File: src/rtl/shift_reg_ctrl_pkg.sv
// rtl/shift_reg_ctrl_pkg.sv - shift register opcodes and sequencer state codes
// Shared by the sequencer, the shift register and any future receiver path.
package shift_reg_ctrl_pkg;

  localparam logic [1:0] OP_HOLD = 2'b00;
  localparam logic [1:0] OP_SHL  = 2'b01;
  localparam logic [1:0] OP_SHR  = 2'b10;
  localparam logic [1:0] OP_LOAD = 2'b11;

  typedef enum logic [1:0] {
    ST_IDLE  = 2'd0,
    ST_LOAD  = 2'd1,
    ST_SHIFT = 2'd2,
    ST_GAP   = 2'd3
  } state_e;

  function automatic logic [1:0] shift_op(input logic toward_msb);
    return toward_msb ? OP_SHL : OP_SHR;
  endfunction

endpackage

File: src/rtl/shift_reg_ctrl_counter.sv
// rtl/shift_reg_ctrl_counter.sv - up counter with enable, sync clear and terminal-count flag
// Clear wins over enable; tc_o compares the current count against last_i.
module mod_counter #(
  parameter int W = 4
) (
  input  logic         clk,
  input  logic         reset_n,
  input  logic         clr_i,
  input  logic         en_i,
  input  logic [W-1:0] last_i,
  output logic         tc_o
);

  logic [W-1:0] cnt_q;

  always_ff @(posedge clk or negedge reset_n) begin
    if (!reset_n) begin
      cnt_q <= '0;
    end else if (clr_i) begin
      cnt_q <= '0;
    end else if (en_i) begin
      cnt_q <= cnt_q + 1'b1;
    end
  end

  assign tc_o = (cnt_q == last_i);

endmodule

File: src/rtl/shift_reg_ctrl.sv
// rtl/shift_reg_ctrl.sv - word sequencer driving the universal shift register Pin/Op inputs
// One LOAD cycle, WIDTH tick-paced shifts, then an optional fixed idle gap.
module shift_reg_ctrl
  import shift_reg_ctrl_pkg::*;
#(
  parameter int WIDTH      = 8,
  parameter int GAP_CYCLES = 1
) (
  input  logic             clk,
  input  logic             reset_n,
  input  logic             s_valid,
  input  logic [WIDTH-1:0] s_data,
  input  logic             s_dir,
  output logic             s_ready,
  input  logic             tick,
  output logic [WIDTH-1:0] Pin,
  output logic [1:0]       Op,
  output logic             bit_valid,
  output logic             busy,
  output logic             frame_done
);

  localparam int CW = $clog2(WIDTH) + 1;
  localparam logic [CW-1:0] BIT_LAST = CW'(WIDTH - 1);
  localparam logic [3:0]    GAP_LAST = 4'((GAP_CYCLES > 0) ? GAP_CYCLES - 1 : 0);

  state_e           state_q;
  logic [WIDTH-1:0] pin_q;
  logic             dir_q;
  logic             rdy_en_q;
  logic             bit_tc;
  logic             gap_tc;
  logic             accept;
  logic             last_tick;

  assign accept    = s_valid & s_ready;
  assign last_tick = (state_q == ST_SHIFT) & tick & bit_tc;

  mod_counter #(.W(CW)) u_bit_cnt (
    .clk     (clk),
    .reset_n (reset_n),
    .clr_i   (state_q == ST_LOAD),
    .en_i    ((state_q == ST_SHIFT) & tick),
    .last_i  (BIT_LAST),
    .tc_o    (bit_tc)
  );

  // Held at zero outside GAP so every gap starts from a clean count.
  mod_counter #(.W(4)) u_gap_cnt (
    .clk     (clk),
    .reset_n (reset_n),
    .clr_i   (state_q != ST_GAP),
    .en_i    (state_q == ST_GAP),
    .last_i  (GAP_LAST),
    .tc_o    (gap_tc)
  );

  always_ff @(posedge clk or negedge reset_n) begin
    if (!reset_n) begin
      state_q  <= ST_IDLE;
      pin_q    <= '0;
      dir_q    <= 1'b0;
      rdy_en_q <= 1'b0;
    end else begin
      rdy_en_q <= 1'b1;
      case (state_q)
        ST_IDLE: begin
          if (accept) begin
            pin_q   <= s_data;
            dir_q   <= s_dir;
            state_q <= ST_LOAD;
          end
        end
        ST_LOAD: state_q <= ST_SHIFT;
        ST_SHIFT: begin
          if (last_tick) begin
            state_q <= (GAP_CYCLES > 0) ? ST_GAP : ST_IDLE;
          end
        end
        ST_GAP: begin
          if (gap_tc) begin
            state_q <= ST_IDLE;
          end
        end
        default: state_q <= ST_IDLE;
      endcase
    end
  end

  always_comb begin
    Op = OP_HOLD;
    case (state_q)
      ST_LOAD:  Op = OP_LOAD;
      ST_SHIFT: Op = tick ? shift_op(dir_q) : OP_HOLD;
      default:  Op = OP_HOLD;
    endcase
  end

  assign s_ready    = rdy_en_q & (state_q == ST_IDLE);
  assign bit_valid  = (state_q == ST_SHIFT);
  assign busy       = (state_q != ST_IDLE);
  assign frame_done = last_tick;
  assign Pin        = pin_q;

endmodule
File: config.mk
export PLATFORM = sky130hd
export DESIGN_NAME = shift_reg_ctrl
export DESIGN_NICKNAME = d
export VERILOG_FILES = /design/src/rtl/shift_reg_ctrl_pkg.sv /design/src/rtl/shift_reg_ctrl_counter.sv /design/src/rtl/shift_reg_ctrl.sv
export SDC_FILE = /design/constraint.sdc
export NUM_CORES = 1
export LEC_CHECK = 0
export CORE_MARGIN = 4
export CORE_UTILIZATION = 35
export DETAILED_ROUTE_END_ITERATION = 12
export HOLD_SLACK_MARGIN = 0.15
export SLEW_MARGIN = 25
export SYNTH_ARGS = -nofsm -noshare
export SYNTH_HDL_FRONTEND = slang
export SYNTH_SLANG_ARGS = --single-unit
File: constraint.sdc
create_clock -name clk -period 1.75 [get_ports clk]
set_input_delay 0.2625 -clock clk [delete_from_list [all_inputs] [get_ports clk]]
set_output_delay 0.2625 -clock clk [all_outputs]
set_load 0.02 [all_outputs]
# == Word level (Yosys, flattened, before mapping) ==
# Index checks and enable logic that the tools add are counted.
# Widths: inputs -> output; s select.
# totals
regBits,20
# classes
n_addsub,2
eq_ne,8
n_mux,11
bitwise,4
n_reduce_logical,7
# op_table
cell,count
$mux 4,4
$mux 2,5
$add 4x1->4 const B,2
$pmux 2 s4,1
$ne 2x2->1 const B,3
$reduce_bool 2->1,3
$and 1x1->1,4
$eq 2x2->1 const B,2
$eq 4x3->1 const B,1
$logic_not 4->1,1
$pmux 2 s2,1
$reduce_and 3->1,1
$eq 2x1->1 const B,1
$logic_not 2->1,1
$ne 2x1->1 const B,1
$reduce_and 2->1,1

# == Logic depth before layout (Yosys ltp) ==
# Gate-level depths: netlist (run 1).
# logic_depth
depth_word,5
mapped_depth,5
mapped_depth_nobuf,5

# == Modules after synthesis ==
# Synthesis (run 1) repeated with hierarchy kept, for this count alone.
# hier_totals
cells_unflattened,90
area_unflattened_um2,1063.5
# modules_own_cells
module,instances,cells_each,area_each_um2
shift_reg_ctrl,1,48,595.6
mod_counter,2,21,234.0

# == Least setup slack after synthesis (run 1) ==
# Ideal clock, no wire load.
# synth_timing
kind,reg2out
startpoint,register state_q[0]
endpoint,output frame_done
t_arrival_ps,1562
required_ps,1487
path_slack_ps,-74
stages_incl_launch_ff,5
n_path_buf,0
cell_sequence,dfrtp_1 -> inv_1 -> ha_1 -> nand3_1 -> nor3b_1
# synth_between
elab_chain_len,3
# synth_rtl
item,line_no,rtl
"start, declared",shift_reg_ctrl.sv:27,state_e state_q;
"start signal, assigned",shift_reg_ctrl.sv:77,state_q <= (GAP_CYCLES > 0) ? ST_GAP : ST_IDLE;
$eq 2x2->1,-,
named net bit_valid,shift_reg_ctrl.sv:18,"output logic bit_valid,"
$and 1x1->1 (2 in a row),shift_reg_ctrl.sv:37,assign last_tick = (state_q == ST_SHIFT) & tick & bit_tc;
"end, declared",shift_reg_ctrl.sv:20,output logic frame_done
# The timed path passes the listed nets, and every way through them passes these cells.

# == Final worst setup path (run 1) ==
# layout_timing
startpoint,register u_gap_cnt.cnt_q[0]
endpoint,register state_q[1]
# layout_between
elab_chain_len,3
# layout_rtl
item,line_no,rtl
"start, declared",shift_reg_ctrl_counter.sv:14,logic [W-1:0] cnt_q;
"start signal, assigned",shift_reg_ctrl_counter.sv:22,cnt_q <= cnt_q + 1'b1;
$logic_not 4->1,shift_reg_ctrl_counter.sv:26,assign tc_o = (cnt_q == last_i);
$ne 2x2->1 (no source line),-,
$reduce_and 3->1 (no source line),-,
# No other way between the ends.
# A chain may end at the register's enable or synchronous reset.

==> impl_metrics.tcl, run 1 <==
set metrics [dict create \
    synth-simple-area-share_pct 11.8 \
    h-tree-depth 1 \
    die_w_um 60.0 \
    fin_crit_ps 1720 \
    syn_inst 77 \
    drive_gt1_share_pct 34.4 \
    ys_warn_count 0 \
    initial_utilization_pct 37.5 \
    dr.pass1.iters 3 \
    postCtsHoldBufs 0 \
    vias_per_cell 4.72 \
    utilization_pct 56.6 \
    p_per_area_nw_per_um2 1680 \
    min_period_over_period_pct 98.3 \
    required_ps 1930 \
    vdd_ir_drop_max_mv 0.991 \
    antenna_left 0 \
    yosys.area_share.adder_pct 10.6 \
    synth-xor-area-share_pct 3.70 \
    hold_viol 0 \
    endpoint_kind "flop" \
    clkSinkCount 20 \
    clkSlewWorstSetupHoldPaths_ps 100 \
    worstSetupPathType "flop to flop" \
    setup_violations 0 \
    cts_buffers 3 \
    grt_max_degree 21 \
    rsz0062_at_grt "yes" \
    fmax_mhz 581 \
    ys_seq_area_share_pct 52.9 \
    insertion_delay_ps 290 \
    yosysUniqueCellTypes 24 \
    drv_slew 0 \
    setup_ws_ps 30.0 \
    antenna_cells 0 \
    slowest_delay_ps 390 \
    grt-ovfl-total 0 \
    nets 144 \
    post-dp-hpwl_mm 1.54 \
    drt_iter0_drc 13 \
    yosysTopAreaCellShare_pct 52.9 \
    register_area_um2 502 \
    finalNonFillerCells 152 \
    gp_congestion 0.854 \
    synth_mux_area_share_pct 12.3 \
    syn_avg_cell_area_um2 12.3 \
    critPathLaunchType "flop" \
    area_growth_pct 50.9 \
    fill_cells 229 \
    clockRootBuffer "clkbuf_4" \
    vias 717 \
    grt_pass1_wl_mm 3.26 \
    holdCritPathClass "primary input to async pin" \
    syn-num-nets 98 \
    drv_cap 0 \
    finalPower_uw 2400 \
    cp_max_fo 2 \
    row_count 18 \
    grt_pass1_vias 741 \
    place_ws_ps -288 \
    die_area_um2 3600 \
    cp.arrival_ps 1900 \
    dp.cells 147 \
    syn_area_um2 946 \
    p_leak_uw 0.000663 \
    fin_skew_ps 2.36 \
    grt_usage_pct 12.4 \
    ys_top_cells_by_area "dfrtp_1 53%, mux2_2 11%, ha_1 11%, xor2_1 2.8%, and2_1 2.6%" \
    cts_tree "built" \
    port_buffers 26 \
    cp_cell_sequence "inv_1 -> ha_1 -> or3b_4 -> a221o_1 -> mux2_4" \
    fin_setup_tns_ps 0 \
    ys_ff_latch 20 \
    clockBufferDepth 2 \
    drc 0 \
    status "complete, no violations" \
    wl_per_cell_um 13.0 \
    drt_wl_total_mm 1.98 \
    antenna_found_initial 0 \
    ios 27 \
    yosys.area.top_type "dfrtp_1" \
    synth_compound_area_share_pct 6.35 \
    chipHeight_um 60.0 \
    core_um2 2520 \
    multi_input_area_um2 464 \
    slowest_stage "dfrtp_1" \
    synth_top_family_by_area "multiplexers" \
]
[routing by layer]
layer / vias to the layer above / global-route usage, % / share of wire (%)
li1: 349 / - / -
met1: 358 / 14.2 / 42
met2: 8 / 22.2 / 55
met3: 2 / 3.89 / 2.7
met4: 0 / 2.85 / 0.66
met5: - / 0 / 0
[cell families (layout without fill, tap and decap cells)]
kind of cell	after synthesis	count (layout)
xor+xnor	4	4
other cells	1	1
compound gates	9	9
flops	20	20
mux	10	10
buf+inv	5	50
simple gates	20	20
fa+ha+maj	8	8
[registers in the layout (all words and copies together) (netlist names)]
register         cells
rdy_en_q             1
u_gap_cnt.cnt_q      4
state_q              2
u_bit_cnt.cnt_q      4
dir_q                1
Pin                  8
[cells in the final DEF, fill, tap and decap left out, drive strengths merged, types with 2 or more instances in the layout]
cell type / netlist / final
xor2: 3 / 3
nand2: 3 / 3
dfrtp: 20 / 20
nand3: 4 / 4
a21oi: 3 / 3
clkdlybuf4s50: 0 / 20
and2: 4 / 4
mux2: 10 / 10
ha: 8 / 8
nor2b: 2 / 2
clkbuf: 0 / 4
nor2: 3 / 3
inv: 5 / 5
buf: 0 / 19
[Yosys cell counts]
library cell	number
a2111oi_0	1
xnor2_1	1
a21boi_1	1
dfrtp_1	20
nor2_1	3
nand2_1	3
o21a_1	1
or3b_1	1
nor3b_1	1
a31oi_1	1
xor2_1	3
nand3_1	4
a221o_1	1
ha_1	8
o21ai_0	1
inv_1	5
a21oi_1	3
conb_1	1
nor2b_1	2
mux2_4	1
and2_1	4
nand4b_1	1
mux2_2	9
or3_1	1
[final timing paths]
kind / slack (ps) / cells past startpoint / end / startpoint
hold / removal: 300 / 2 / u_bit_cnt.cnt_q[2] / reset_n
hold reg to reg: 510 / 1 / Pin[7] / Pin[7]
setup / recovery: 30 / 5 / state_q[1] / u_gap_cnt.cnt_q[0]
max in group asynchronous: 1230 / 2 / state_q[1] / reset_n
min in group clk: 510 / 1 / Pin[7] / Pin[7]
setup reg to reg: 30 / 5 / state_q[1] / u_gap_cnt.cnt_q[0]
[report_power, final]
group          leakage [µW]  switching, µW  internal (µW)
clock             0.0000210            129            127
sequential         0.000251            112            638
combinational      0.000390            612            781
total              0.000663            853           1550
[layout make-up]
cell class                      instances  share of cell area [%]
Multi-Input combinational cell         52                    32.5
Inverter                                5                    1.31
Sequential cell                        20                    35.1
Tap cell                               30                    2.63
Clock buffer                            4                    2.54
Timing Repair Buffer                   41                    25.9
[what timing repair did]
item,in CTS,in global routing
setup endpoints to repair,7,7
buffers inserted,0,1
pin swaps,1,0
endpoints found under the hold margin,0,0
resized for setup,20,10
[metrics by stage]
| step | area, µm² | hold WS [ps] |
|---|---|---|
| after CTS | 1400 | 281 |
| after global placement | 1370 | 489 |
| after detailed placement | 1370 | 496 |
| final | 1430 | 297 |
| after global routing | 1430 | 290 |
| after floorplan | 951 | -33.1 |
[critical path: cells and delay by family, from the launching register on]
family,cells,cell delay (ps)
compound gates,1,360
fa+ha+maj,1,130
buf+inv,1,60
flops,1,390
mux,1,300
simple gates,1,370
(Power assumes the default switching activity.)
==> run 2: changes to the inputs <==
--- a/config.mk
+++ b/config.mk
@@ -9,6 +9,7 @@
 export CORE_UTILIZATION = 35
 export DETAILED_ROUTE_END_ITERATION = 12
 export HOLD_SLACK_MARGIN = 0.15
+export PLACE_DENSITY = 0.63
 export SLEW_MARGIN = 25
 export SYNTH_ARGS = -nofsm -noshare
 export SYNTH_HDL_FRONTEND = slang
==> impl_metrics.tcl, run 2 (synthesis results as in run 1) <==
set metrics [dict create \
    clockRootBuffer "clkbuf_4" \
    insertion_delay_ps 290 \
    p_comb_share_pct 58.6 \
    die_w_um 60.0 \
    p_sw_uw 838 \
    nets 143 \
    hold_viol 0 \
    p_per_area_nw_per_um2 1620 \
    vdd_ir_drop_max_mv 0.882 \
    status "complete, no violations" \
    h-tree-depth 1 \
    die_area_um2 3600 \
    grt_pass1_vias 757 \
    grt-ovfl-total 0 \
    initial_utilization_pct 37.5 \
    cts_tree "built" \
    worst_hold_slack_ps 293 \
    drv_slew 0 \
    layout_common_cells "20 x dfrtp_1, 20 x clkdlybuf4s50_1, 15 x buf_4, 9 x mux2_2, 5 x ha_1" \
    register_area_um2 500 \
    drive_gt1_share_pct 34.2 \
    grt_pass1_wl_mm 3.22 \
    fin_skew_ps 2.18 \
    core_um2 2520 \
    holdCritPathClass "primary input to async pin" \
    place_ws_ps -242 \
    fill_cells 235 \
    antenna_left 0 \
    antenna_found_initial 0 \
    rsz0062_at_grt "yes" \
    min_period_over_period_pct 98.2 \
    cp.arrival_ps 1900 \
    fin_setup_tns_ps 0 \
    drv_cap 0 \
    r2r-end "state_q[1]" \
    drc 0 \
    multi_input_area_um2 472 \
    dr.pass1.iters 4 \
    seq_power_share_pct 32.4 \
    critPathLaunchType "flop" \
    row_count 18 \
    ios 27 \
    p_leak_uw 0.000651 \
    fin_crit_ps 1720 \
    worstSetupPathType "flop to flop" \
    cts_setup_buffers 0 \
    clkSinkCount 20 \
    wl_per_cell_um 12.8 \
    cp_max_fo 2 \
    endpoint_kind "flop" \
    p_int_uw 1450 \
    vias 714 \
    setup_violations 0 \
    chipHeight_um 60.0 \
    antenna_cells 0 \
    timing.reg2reg.setup_slack_ps 30 \
    cts_buffers 3 \
    ff2ff_path_depth 5 \
    grt_usage_pct 12.0 \
    required_ps 1930 \
    drt_wl_total_mm 1.92 \
    grt_max_degree 21 \
    utilization_pct 56.0 \
    fmax_mhz 582 \
    clkSlewWorstSetupHoldPaths_ps 100 \
    vias_per_cell 4.76 \
    area_growth_pct 49.2 \
    setup_ws_ps 31.8 \
    port_buffers 26 \
    netSwitchingFraction_pct 36.5 \
    post-dp-hpwl_mm 1.49 \
    drt_iter0_drc 6 \
    clockBufferDepth 2 \
    largest_register_ffs 8 \
    crit-reg2reg-launch "u_gap_cnt.cnt_q[0]" \
    p_clk_share_pct 9.0 \
    postCtsHoldBufs 0 \
    gp_congestion 0.730 \
]
## run 2: power groups by stage
stage / Sequential [µW] / Clock, µW / Combinational, µW
floorplan: 859 / 0 / 554
global placement: 737 / 0 / 1290
detailed placement: 743 / 0 / 1310
CTS: 734 / 221 / 1280
global route: 776 / 242 / 1460
finish: 742 / 207 / 1340
## run 2: routing by layer
| metal | global-route usage, % | vias to the layer above | part of all wire, % |
|---|---|---|---|
| met4 | 5.70 | 0 | 1.3 |
| met5 | 0 | - | 0 |
| li1 | - | 349 | - |
| met1 | 14.6 | 353 | 43 |
| met3 | 3.02 | 2 | 4.0 |
| met2 | 19.6 | 10 | 52 |
## run 2: what timing repair did
action,CTS,global route
setup endpoints to repair,7,7
pin swaps,1,1
resized for setup,18,12
## run 2: worst max-delay path: stages, from the launching register on
cell and delay [ps]:
dfrtp_1 400, inv_1 60, ha_1 120, or3b_4 370
a221o_1 360, mux2_4 310
## run 2: worst max-delay path by stage
stage | startpoint | endpoint | depth (start not counted)
floorplan | u_gap_cnt.cnt_q[0] | state_q[1] | 5
global placement | tick | frame_done | 4
detailed placement | tick | frame_done | 4
CTS | state_q[0] | Op[0] | 5
global route | u_gap_cnt.cnt_q[0] | state_q[1] | 5
finish | u_gap_cnt.cnt_q[0] | state_q[1] | 5
## run 2: layout make-up
| class | instances | share of cell area [%] |
|---|---|---|
| flip-flops and latches | 20 | 35.5 |
| multi-input cells | 52 | 33.4 |
| repair buffers | 40 | 25.5 |
| well taps | 30 | 2.66 |
| clock buffers | 3 | 1.60 |
| inverters | 5 | 1.33 |
## run 2: metrics by stage
stage                     cell area (µm²)  std cells  total power [µW]
final                                1410        150              2290
after global routing                 1410        150              2480
after CTS                            1380        150              2230
after detailed placement             1370        147              2060
after global placement               1370        147              2030
after floorplan                       951         77              1410
